**config.mk**
```make
export PLATFORM = sky130hd
export DESIGN_NAME = x_mem_seq
export DESIGN_NICKNAME = d
export VERILOG_FILES = /design/src/rtl/x_mem_pkg.sv /design/src/rtl/x_mem_rsp.sv /design/src/rtl/x_mem_seq.sv
export SDC_FILE = /design/constraint.sdc
export NUM_CORES = 1
export LEC_CHECK = 0
export BUFFER_PORTS_ARGS = -buffer_cell sky130_fd_sc_hd__buf_2
export CAP_MARGIN = 20
export CORE_ASPECT_RATIO = 1.5
export CORE_MARGIN = 5
export CORE_UTILIZATION = 48
export DETAILED_ROUTE_END_ITERATION = 12
export GPL_TIMING_DRIVEN = 0
export MAX_ROUTING_LAYER = met4
export PLACE_DENSITY = 0.82
export SLEW_MARGIN = 20
export SYNTH_ARGS = -nofsm -noshare
export SYNTH_HDL_FRONTEND = slang
export SYNTH_SLANG_ARGS = --single-unit
```
**constraint.sdc**
```tcl
create_clock -name clk_i -period 6.55 [get_ports clk_i]
set_input_delay 0.9825 -clock clk_i [delete_from_list [all_inputs] [get_ports clk_i]]
set_output_delay 0.9825 -clock clk_i [all_outputs]
set_load 0.1 [all_outputs]
```
**src/rtl/x_mem_pkg.sv**
```systemverilog
// Shared types and op-decode helpers for the execute-stage memory sequencer.
package x_mem_pkg;

    typedef enum logic [2:0] {
        OP_NONE = 3'd0,
        OP_LW   = 3'd1,
        OP_SW   = 3'd2,
        OP_LDW  = 3'd3,
        OP_SDW  = 3'd4
    } mem_op_t;

    typedef enum logic [1:0] {
        ST_IDLE  = 2'd0,
        ST_PEND0 = 2'd1,
        ST_PEND1 = 2'd2
    } state_t;

    // Per-read bookkeeping carried from the grant cycle to the rvalid cycle.
    typedef struct packed {
        logic       valid;
        logic       half;
        logic       last;
        logic       dbl;
        logic [4:0] rd;
    } rd_tag_t;

    function automatic mem_op_t decode_op(input logic [2:0] raw);
        case (raw)
            3'd1:    return OP_LW;
            3'd2:    return OP_SW;
            3'd3:    return OP_LDW;
            3'd4:    return OP_SDW;
            default: return OP_NONE;
        endcase
    endfunction

    function automatic logic is_store(input mem_op_t op);
        return (op == OP_SW) || (op == OP_SDW);
    endfunction

    function automatic logic is_double(input mem_op_t op);
        return (op == OP_LDW) || (op == OP_SDW);
    endfunction

endpackage

```
**src/rtl/x_mem_rsp.sv**
```systemverilog
// Read-response side: holds the tag of the last read grant, assembles
// double-word loads and registers the writeback result.
module x_mem_rsp
    import x_mem_pkg::*;
#(
    parameter int DW = 32
) (
    input  logic            clk_i,
    input  logic            rst_i,
    input  rd_tag_t         issue_tag_i,
    input  logic            flush_i,
    input  logic            rvalid_i,
    input  logic [DW-1:0]   rdata_i,
    output logic            wb_valid_o,
    output logic [4:0]      wb_rd_o,
    output logic [2*DW-1:0] wb_data_o
);

    rd_tag_t         tag_reg;
    logic [DW-1:0]   buf_lo_reg;
    logic            take;

    // A flush during the response cycle kills the op that owns this tag.
    assign take = rvalid_i && tag_reg.valid && !flush_i;

    always_ff @(posedge clk_i or posedge rst_i) begin
        if (rst_i) begin
            tag_reg    <= '0;
            buf_lo_reg <= '0;
            wb_valid_o <= 1'b0;
            wb_rd_o    <= '0;
            wb_data_o  <= '0;
        end else begin
            tag_reg    <= issue_tag_i;
            wb_valid_o <= 1'b0;
            if (take) begin
                if (!tag_reg.half) begin
                    buf_lo_reg <= rdata_i;
                end
                if (tag_reg.last) begin
                    wb_valid_o <= 1'b1;
                    wb_rd_o    <= tag_reg.rd;
                    wb_data_o  <= tag_reg.dbl ? {rdata_i, buf_lo_reg}
                                              : {{DW{1'b0}}, rdata_i};
                end
            end
        end
    end

endmodule

```
**src/rtl/x_mem_seq.sv**
```systemverilog
// Execute-stage memory sequencer: drives the data-memory port for LW/SW/LDW/SDW,
// splitting double-word ops into two word accesses and stalling decode meanwhile.
module x_mem_seq
    import x_mem_pkg::*;
#(
    parameter int AW = 32,
    parameter int DW = 32
) (
    input  logic            clk_i,
    input  logic            rst_i,
    input  logic            x_op_valid_i,
    input  logic [2:0]      x_op_i,
    input  logic [AW-1:0]   x_addr_i,
    input  logic [2*DW-1:0] x_wdata_i,
    input  logic [4:0]      x_rd_i,
    input  logic            x_flush_i,
    output logic            dmem_req_o,
    output logic            dmem_we_o,
    output logic [AW-1:0]   dmem_addr_o,
    output logic [DW-1:0]   dmem_wdata_o,
    input  logic            dmem_gnt_i,
    input  logic            dmem_rvalid_i,
    input  logic [DW-1:0]   dmem_rdata_i,
    output logic            x_stall_d_o,
    output logic            wb_valid_o,
    output logic [4:0]      wb_rd_o,
    output logic [2*DW-1:0] wb_data_o
);

    localparam int WORD_BYTES = DW / 8;

    state_t          state_reg, state_next;
    mem_op_t         op_reg;
    logic [AW-1:0]   addr_reg;
    logic [2*DW-1:0] wdata_reg;
    logic [4:0]      rd_reg;

    mem_op_t         in_op;
    mem_op_t         cur_op;
    logic            new_op;
    logic            req;
    logic            we;
    logic            half;
    logic            last_access;
    logic            grant;
    logic [AW-1:0]   req_addr;
    logic [DW-1:0]   req_wdata;
    logic [4:0]      req_rd;
    rd_tag_t         issue_tag;

    assign in_op  = x_op_valid_i ? decode_op(x_op_i) : OP_NONE;
    assign new_op = (in_op != OP_NONE) && !x_flush_i;

    always_ff @(posedge clk_i or posedge rst_i) begin
        if (rst_i) begin
            state_reg <= ST_IDLE;
        end else begin
            state_reg <= state_next;
        end
    end

    always_comb begin
        state_next = state_reg;
        unique case (state_reg)
            ST_IDLE: begin
                if (new_op) begin
                    if (!dmem_gnt_i) begin
                        state_next = ST_PEND0;
                    end else if (is_double(in_op)) begin
                        state_next = ST_PEND1;
                    end
                end
            end
            ST_PEND0: begin
                if (x_flush_i) begin
                    state_next = ST_IDLE;
                end else if (dmem_gnt_i) begin
                    state_next = is_double(op_reg) ? ST_PEND1 : ST_IDLE;
                end
            end
            ST_PEND1: begin
                if (x_flush_i || dmem_gnt_i) begin
                    state_next = ST_IDLE;
                end
            end
            default: state_next = ST_IDLE;
        endcase
    end

    // In IDLE the request comes straight from the execute stage so a granted
    // single access costs no stall; afterwards only the latched copy is used.
    always_comb begin
        cur_op      = op_reg;
        req         = 1'b0;
        we          = 1'b0;
        half        = 1'b0;
        last_access = 1'b0;
        req_addr    = addr_reg;
        req_wdata   = wdata_reg[DW-1:0];
        req_rd      = rd_reg;
        unique case (state_reg)
            ST_IDLE: begin
                cur_op      = in_op;
                req         = new_op;
                req_addr    = x_addr_i;
                req_wdata   = x_wdata_i[DW-1:0];
                req_rd      = x_rd_i;
                last_access = !is_double(in_op);
            end
            ST_PEND0: begin
                req         = !x_flush_i;
                last_access = !is_double(op_reg);
            end
            ST_PEND1: begin
                req         = !x_flush_i;
                req_addr    = addr_reg + AW'(WORD_BYTES);
                req_wdata   = wdata_reg[2*DW-1:DW];
                half        = 1'b1;
                last_access = 1'b1;
            end
            default: ;
        endcase
        we = req && is_store(cur_op);
    end

    always_ff @(posedge clk_i or posedge rst_i) begin
        if (rst_i) begin
            op_reg    <= OP_NONE;
            addr_reg  <= '0;
            wdata_reg <= '0;
            rd_reg    <= '0;
        end else if (state_reg == ST_IDLE) begin
            op_reg    <= in_op;
            addr_reg  <= x_addr_i;
            wdata_reg <= x_wdata_i;
            rd_reg    <= x_rd_i;
        end
    end

    assign grant = req && dmem_gnt_i;

    always_comb begin
        issue_tag       = '0;
        issue_tag.valid = grant && !we;
        issue_tag.half  = half;
        issue_tag.last  = last_access;
        issue_tag.dbl   = is_double(cur_op);
        issue_tag.rd    = req_rd;
    end

    assign dmem_req_o   = req;
    assign dmem_we_o    = we;
    assign dmem_addr_o  = req_addr;
    assign dmem_wdata_o = req_wdata;
    assign x_stall_d_o  = req && !(dmem_gnt_i && last_access);

    x_mem_rsp #(
        .DW (DW)
    ) u_rsp (
        .clk_i       (clk_i),
        .rst_i       (rst_i),
        .issue_tag_i (issue_tag),
        .flush_i     (x_flush_i),
        .rvalid_i    (dmem_rvalid_i),
        .rdata_i     (dmem_rdata_i),
        .wb_valid_o  (wb_valid_o),
        .wb_rd_o     (wb_rd_o),
        .wb_data_o   (wb_data_o)
    );

endmodule

```
-- After elaboration in Yosys (flattened, before gate mapping)
Cells that the tools add are included.
- output and inout bits: 137
- word-level logic and storage cells: 75
- flip-flop bits (word level): 212
- bitwise operators: 1
- reduce and logical (&&, ||, !) cells: 24
- add/sub/neg operators: 1
- mux-type cells: 19
- equality and inequality tests: 17
- operator list (kind ; count):
    32-bit case mux with 2 select lines ; 2
    64-bit two-way mux ; 1
    32-bit by 3-bit adder with 32-bit output (second input constant) ; 1
    3-bit by 2-bit equality test with 1-bit output (second input constant) ; 6
    2-bit two-way mux ; 7
    3-bit equality test (second input constant) ; 4
    3-bit case mux with 4 select lines ; 1
    1-bit logical AND ; 8
    3-bit two-way mux ; 2
    3-bit inequality test (second input constant) ; 2
    2-bit case mux with 3 select lines ; 1
    1-bit zero test ; 5
    1-bit logical OR ; 5
    2-bit inequality test (second input constant) ; 2
    2-bit AND reduction ; 2
    4-bit AND reduction ; 1
    3-bit by 1-bit equality test with 1-bit output (second input constant) ; 1
    1-bit two-way mux ; 3
    1-bit case mux with 3 select lines ; 1
    3-bit nonzero test ; 1
    2-bit by 1-bit equality test with 1-bit output (second input constant) ; 1
    2-bit equality test (second input constant) ; 1
    2-bit zero test ; 1
    1-bit case mux with 2 select lines ; 1
    2 further kinds ; 2

-- Longest topological paths before layout
Gate-level depths: netlist (run 1).
- word-level depth: 10
- depth in mapped cells: 9
- gate-level depth less buffers: 6

-- Modules after synthesis
Synthesis (run 1) repeated with hierarchy kept, for this count alone.
- cells, all modules: 900
- area total of the unflattened synthesis: 10782.8 um^2
- by module, submodules not included (module ; cells each ; sequential area each (um^2) ; times used ; area an instance (um^2)):
    x_mem_seq ; 570 ; 2652.5 ; 1 ; 5898.2
    x_mem_rsp ; 330 ; 2777.7 ; 1 ; 4884.7

-- Least setup slack after synthesis (run 1)
No wires, ideal clock.
- kind: input to output
- from: in x_op_i[1]
- to: out dmem_we_o
- buffers on the path: 0
- path slack: 1.553 ns
- data arrival time: 4.014 ns
- stages on the path: 4
- cell sequence: or3b_2 -> a2bb2oi_1 -> xor2_1 -> nor3b_1
- longest elaborated chain between the ends: 7
- elaborated cells on any way between the ends: 14
- RTL lines (element ; line ; text):
    start, declared ; x_mem_seq.sv:12 ; input logic [2:0] x_op_i,
    3-bit equality test, or another cell as far along ; x_mem_pkg.sv:28 ; case (raw)
    3-bit case mux with 4 select lines * ; x_mem_pkg.sv:28 ;
    3-bit two-way mux * ; x_mem_seq.sv:51 ; assign in_op = x_op_valid_i ? decode_op(x_op_i) : OP_NONE;
    3-bit nonzero test or 3-bit two-way mux (tied branches) ; x_mem_seq.sv:52, x_mem_seq.sv:101 ;
    1-bit logical AND, or another cell as far along ; x_mem_seq.sv:52 ; assign new_op = (in_op != OP_NONE) && !x_flush_i;
    1-bit case mux with 2 select lines or 1-bit logical OR (tied branches) ; x_mem_seq.sv:101, x_mem_pkg.sv:38 ;
    1-bit logical AND * ; x_mem_seq.sv:123 ; we = req && is_store(cur_op);
    end, declared ; x_mem_seq.sv:18 ; output logic dmem_we_o,
Every way passes the cells marked *; elsewhere a longest branch is shown, timed or not.

-- Worst setup path in the final report (run 1)
- from: reg state_reg[0]
- to: out dmem_addr_o[18]
- longest elaborated chain between the ends: 2
- elaborated cells on any way between the ends: 3
- RTL lines (element ; line ; text):
    start, declared ; x_mem_seq.sv:32 ; state_t state_reg, state_next;
    start signal, assigned ; x_mem_seq.sv:58 ; state_reg <= state_next;
    2-bit equality test or 2-bit zero test (tied branches) ; x_mem_seq.sv:101 ; unique case (state_reg)
    32-bit case mux with 2 select lines * ; x_mem_seq.sv:101 ;
    end, declared ; x_mem_seq.sv:19 ; output logic [AW-1:0] dmem_addr_o,
Marks and branches as above.

==> results.yml, run 1 <==
outcome:
  outcome: "completed"
setup_path:
  worstSetupStartpointType: "flop"
  cpMostUsedCell: "clkbuf_1"
  cpMaxStageDelayCell: "clkbuf_1"
  end_kind: "output port"
  cp-startpoint: "state_reg[0]$_DFFE_PP0P_"
  crit_path_cell_trace: "inv_1, ha_1, clkbuf_1, clkbuf_1, clkbuf_1, clkbuf_1, a22oi_1, nand3_1, buf_2"
  crit_type: "reg2out"
  slowest_delay_ns: 0.55
  worstPathRequired_ns: 5.57
  cp_max_fo: 10
  arrival_ns: 3.86
  rr_startpoint: "state_reg[0]$_DFFE_PP0P_"
clock_network:
  cts_buffer_depth: 3
  cts_made_buffers: 21
  clk_latency_ns: 0.51
  cts.sinks: 212
  cts-root-buf: "clkbuf_16"
  clkTransAtPathRegs_ns: 0.07
  cts_tree: "built"
  htreeDepth: 1
  ctsResizeCount: 0
  postCtsSetupBuffers: 0
  ctsHoldBuffers: 0
sta:
  worst_pin_slew_ns: 1.05
  setup_tns_ns: 0
  fin_skew_ns: 0.0188
  finalSetupViolations: 0
  hold_viol: 0
  rsz0062_at_grt: "no"
  finalCritPeriodShare_pct: 74.0
  fmax_ghz: 0.206
  period_needed_ns: 4.85
  slew_headroom_pct: 29.1
  fin_ws_ns: 1.70
  maxSlewViolCount: 0
routing:
  drc: 0
  via_count: 8842
  wl_um: 30200
  via_per_inst: 5.69
  postRouteAntennaNets: 0
  first_iter_violations: 475
  firstDrtPassIters: 5
  wl_per_cell_um: 19.4
final_layout:
  syn2layout_area_growth_pct: 26.3
  fill_cells: 1700
  final_cell_mix: "buf_2, dfrtp_1, nand2_1"
  layout_commonest_cell: "buf_2"
  multi_input_area_um2: 4530
  regArea_um2: 5310
  nets: 1416
  stdcell_area_um2: 12800
  drive_above_1_share_pct: 36.3
global_routing:
  grt-ovfl-total: 0
  grt_pass1_wl_um: 48500
  met2_usage_pct: 44.7
  met1_usage_pct: 28.1
  grt_max_degree: 36
  grt_usage_pct: 25.4
  grt_pass1_vias: 9426
  busiest_layer: "met2"
  antenna_found_initial: 1
  grt_use_met3_pct: 5.36
placed_design:
  io_buffers: 278
  place_ws_ns: 2.33
  gp_congestion: 0.935
  placed_area_um2: 12000
  dp_hpwl_um: 22600
flow_run:
  maxCapViolCount: 0
floorplanning:
  die_w_um: 129
  coreArea_um2: 21000
  initial_core_util_pct: 48.5
  dieArea_um2: 24300
  ios: 279
  die_h_um: 188
  rows: 65
yosys:
  ys_warn_count: 0
  ys_seq_area_share_pct: 52.2
  async_reset_ff_share_pct: 100
  ys_ff_latch: 212
  syn_inst: 961
  yosysUniqueCellTypes: 49
  ys.flop_type: "dfrtp_1"
  syn-cell-area_um2: 10200
  avgSynthCellArea_um2: 10.6
  synth_edf_count: 0
  synth_nets: 1108
worst_hold_path:
  holdCritPathClass: "in2async"
-- final cells by class --
cell class | instances | share of cell area, %
clock inverters | 10 | 1.41
inverters | 17 | 0.526
clock buffers | 28 | 4.84
plain buffers | 70 | 2.09
well taps | 268 | 2.61
diodes | 2 | 0.0390
flip-flops and latches | 212 | 41.3
multi-input cells | 662 | 35.3
repair buffers | 285 | 11.9
-- worst max-delay path: cells and delay by family, from the launching register on --
kind | cells | cell delay (ns)
buffers and inverters | 6 | 2.42
adders and majority gates | 1 | 0.15
AOI/OAI and AO/OA | 1 | 0.19
DFF | 1 | 0.40
and+or+nand+nor | 1 | 0.17
-- final timing paths --
check	to	slack, ns	depth (start not counted)
setup / recovery	dmem_addr_o[18]	1.70	9
max in group asynchronous	wdata_reg[8]$_DFFE_PP0P_	5.35	5
min in group clk_i	u_rsp.wb_rd_o[4]$_DFFE_PP0P_	0.47	2
hold / removal	u_rsp.wb_data_o[26]$_DFFE_PP0P_	0.36	2
setup reg to reg	addr_reg[2]$_DFFE_PP0P_	3.89	7
hold reg to reg	u_rsp.wb_rd_o[4]$_DFFE_PP0P_	0.47	2
-- cell usage after synthesis (all sizes together), types with 4 or more instances --
master  instances  area (um^2)
ha              5         62.6
mux2i          34          340
and3            7         43.8
nor4            5         37.5
or4             7         53.8
o211ai          4         30.0
nor3            5         25.0
a221o           6         60.1
buf            14         58.8
o311ai          9         78.8
xor2            6         52.6
nand4          15          100
and2            8         50.1
nand2b          4         25.0
a22oi          47          353
xnor2           7         61.3
clkbuf         56          210
nand2         199          747
a21oi           7         35.0
nand3          24          125
inv            16         60.1
o21ai          77          385
nand4b          4         35.0
mux2          126         1420
a221oi          6         52.6
nor2           11         41.3
a21o            9         67.6
dfrtp         212         5310
-- metrics by stage --
step	util, %	cells	hold slack, ns
6_report	61.2	1554	0.358
5_1_grt	61.2	1553	0.352
4_1_cts	61.2	1552	0.345
3_5_place_dp	57.4	1514	0.457
3_3_place_gp	56.7	1507	0.444
2_1_floorplan	-	961	0.435
-- logic make-up after synthesis --
group / after synthesis / share of synthesized area, %
AND/OR/NAND/NOR: 302 / 13.7
flip-flops: 212 / 52.2
AO/OA/AOI/OAI: 182 / 11.8
multiplexers: 160 / 17.3
buffers and inverters: 87 / 3.27
XOR/XNOR: 13 / 1.12
adder cells (fa/ha/maj): 5 / 0.615
-- routing by layer --
| metal | vias to the layer above | share of wire, % |
|---|---|---|
| met5 | - | 0 |
| met1 | 4321 | 36 |
| met2 | 404 | 52 |
| li1 | 4029 | - |
| met3 | 88 | 8.6 |
| met4 | 0 | 3.5 |
Power of run 1 is not shown: default switching activity piles up to over one toggle a cycle in this logic, so the estimate is an artifact.
==> run 2: changes to the inputs <==
--- a/config.mk
+++ b/config.mk
@@ -5,15 +5,16 @@
 export SDC_FILE = /design/constraint.sdc
 export NUM_CORES = 1
 export LEC_CHECK = 0
+export ABC_AREA = 1
 export BUFFER_PORTS_ARGS = -buffer_cell sky130_fd_sc_hd__buf_2
 export CAP_MARGIN = 20
 export CORE_ASPECT_RATIO = 1.5
 export CORE_MARGIN = 5
-export CORE_UTILIZATION = 48
+export CORE_UTILIZATION = 53
 export DETAILED_ROUTE_END_ITERATION = 12
 export GPL_TIMING_DRIVEN = 0
 export MAX_ROUTING_LAYER = met4
-export PLACE_DENSITY = 0.82
+export PLACE_DENSITY = 0.86
 export SLEW_MARGIN = 20
 export SYNTH_ARGS = -nofsm -noshare
 export SYNTH_HDL_FRONTEND = slang
==> constraint.sdc (replaced) <==
create_clock -name clk_i -period 4.9 [get_ports clk_i]
set_input_delay 0.735 -clock clk_i [delete_from_list [all_inputs] [get_ports clk_i]]
set_output_delay 0.735 -clock clk_i [all_outputs]
set_load 0.1 [all_outputs]
==> run 2 against run 1 <==
Against the previous run:
- first-iteration DRC count rose by 64%
- register-to-register slack got worse by 0.87 ns
- critical path type unchanged
- critical endpoint is now dmem_addr_o[7]
- clock skew fell by 0.012 ns
- worst setup slack got worse by 0.41 ns
==> results.yml, run 2 <==
sta:
  worst_pin_slew_ns: 0.663
  fin_skew_ns: 0.00634
  setup_tns_ns: 0
  holdWs_ns: 0.257
  finalCritPeriodShare_pct: 73.5
  slew_headroom_pct: 55.8
  finalSetupViolations: 0
  rsz0062_at_grt: "no"
  fmax_ghz: 0.278
  period_needed_ns: 3.60
  maxSlewViolCount: 0
  hold_viol: 0
yosys:
  ys_seq_area_share_pct: 51.9
  synth.most_common_cell: "nand2_1"
  syn-cell-area_um2: 10200
  yosysUniqueCellTypes: 27
  synth-compound-area-share_pct: 14.5
  synth_nets: 1472
  yosys.area.top_type_share_pct: 51.9
  ys_ff_latch: 212
  yosys-top-cells-area: "dfrtp_1, nand2_1, o21ai_0"
  synth_common_cells: "nand2_1, dfrtp_1, o21ai_0"
  synth_top_family_by_area: "simple AND/OR/NAND/NOR gates"
  synth-simple-area-share_pct: 24.1
  syn_inst: 1325
  synthAdderAreaFrac_pct: 0.612
  ys.flop_type: "dfrtp_1"
  ys_warn_count: 0
  async_reset_ff_share_pct: 100
  muxShareOfSynthArea_pct: 0
  yosysTopAreaCell: "dfrtp_1"
  avgSynthCellArea_um2: 7.71
  synth_edf_count: 0
  synth-xor-area-share_pct: 0
global_routing:
  grt_pass1_vias: 10400
  antenna_found_initial: 1
  grt-ovfl-total: 0
  grt_max_degree: 34
  grt_usage_pct: 29.0
  grt_pass1_wl_um: 50500
final_layout:
  nets: 1780
  final_cell_mix: "nand2_1, buf_2, dfrtp_1"
  fin_util_pct: 67.0
  drive_above_1_share_pct: 22.6
  regArea_um2: 5310
  syn2layout_area_growth_pct: 25.1
  multi_input_area_um2: 4000
  fill_cells: 1616
  layout_commonest_cell: "nand2_1"
setup_path:
  end_kind: "output port"
  worstSetupStartpointType: "flop"
  arrival_ns: 2.87
  rr_endpoint: "wdata_reg[58]$_DFFE_PP0P_"
  r2r_setup_slack_ns: 3.02
  crit_type: "reg2out"
  cp_max_fo: 10
  worstRegToRegCells: 8
  worstPathRequired_ns: 4.16
  rr_startpoint: "state_reg[0]$_DFFE_PP0P_"
clock_network:
  ctsResizeCount: 0
  ctsHoldBuffers: 0
  clk_latency_ns: 0.50
  cts_buffer_depth: 3
  cts.sinks: 212
  htreeDepth: 1
  cts_tree: "built"
  cts-root-buf: "clkbuf_16"
  clkTransAtPathRegs_ns: 0.07
  postCtsSetupBuffers: 0
  cts_made_buffers: 21
floorplanning:
  rows: 62
  die_h_um: 180
  coreArea_um2: 19100
  initial_core_util_pct: 53.5
  ios: 279
  dieArea_um2: 22200
  die_w_um: 123
routing:
  met3_length_um: 2160
  top_layer: "met4"
  wirelength_met1_um: 11600
  first_iter_violations: 779
  wl_um: 31200
  drc: 0
  wl_per_cell_um: 16.4
  wl_met2_um: 16300
  via_count: 10000
  firstDrtPassIters: 7
  via_per_inst: 5.28
  postRouteAntennaNets: 0
flow_run:
  maxCapViolCount: 0
outcome:
  outcome: "completed"
placed_design:
  dp_hpwl_um: 23700
  io_buffers: 278
  gp_congestion: 0.943
worst_hold_path:
  holdCritPathClass: "in2async"
[run 2: cell types whose count changed after synthesis, sizes merged, moves of 34 or more]
cell,delta
mux2i,-34
o21ai,+142
a22oi,-47
mux2,-126
inv,+138
nand2,+302
nor2,+49
[run 2: worst max path at each step]
stage | endpoint | slack (ns) | cells past startpoint | startpoint
finish | dmem_addr_o[7] | 1.30 | 7 | state_reg[0]$_DFFE_PP0P_
floorplan | dmem_addr_o[11] | 1.13 | 5 | state_reg[0]$_DFFE_PP0P_
detailed placement | dmem_wdata_o[2] | 1.84 | 7 | state_reg[0]$_DFFE_PP0P_
CTS | dmem_wdata_o[2] | 1.31 | 7 | state_reg[0]$_DFFE_PP0P_
global route | dmem_addr_o[7] | 1.16 | 7 | state_reg[0]$_DFFE_PP0P_
global placement | wdata_reg[44]$_DFFE_PP0P_ | 0.19 | 2 | rst_i
[run 2: layout make-up]
cell class                 count  share of cell area [%]
antenna                        2                  0.0392
buffer                        67                    2.62
clock buffer                  29                    4.58
clock inverter                 5                   0.842
inverter                     154                    4.55
multi-input combinational    892                    31.3
sequential                   212                    41.5
tap                          256                    2.51
timing repair buffer         285                    12.0
[run 2: critical path, cell delays in order (launching register included)]
cell and delay (ns):
dfrtp_1 0.41, inv_1 0.08, ha_1 0.26, nor2_2 0.31, inv_1 0.14, clkbuf_1 0.33
o211ai_1 0.35, buf_2 0.49
[run 2: cells by family after synthesis]
family / count (synthesis)
adders and majority gates: 5
buffers and inverters: 221
AOI/OAI and AO/OA: 265
and+or+nand+nor: 622
DFF: 212
[run 2: metal layers]
metal	up-vias	global-route usage (%)
met4	0	11.4
met5	-	-
met1	4690	33.8
met2	445	50.5
met3	79	3.23
li1	4823	-
[run 2: stage by stage]
stage                     area [um^2]  setup slack [ns]  std cells
after CTS                       12800              1.31       1900
after detailed placement        12100              1.84       1866
after global routing            12800              1.16       1901
final                           12800              1.30       1902
after global placement          11900             0.187       1859
after floorplan                 10200              1.13       1325
Power of run 2 is left out for the same reason.
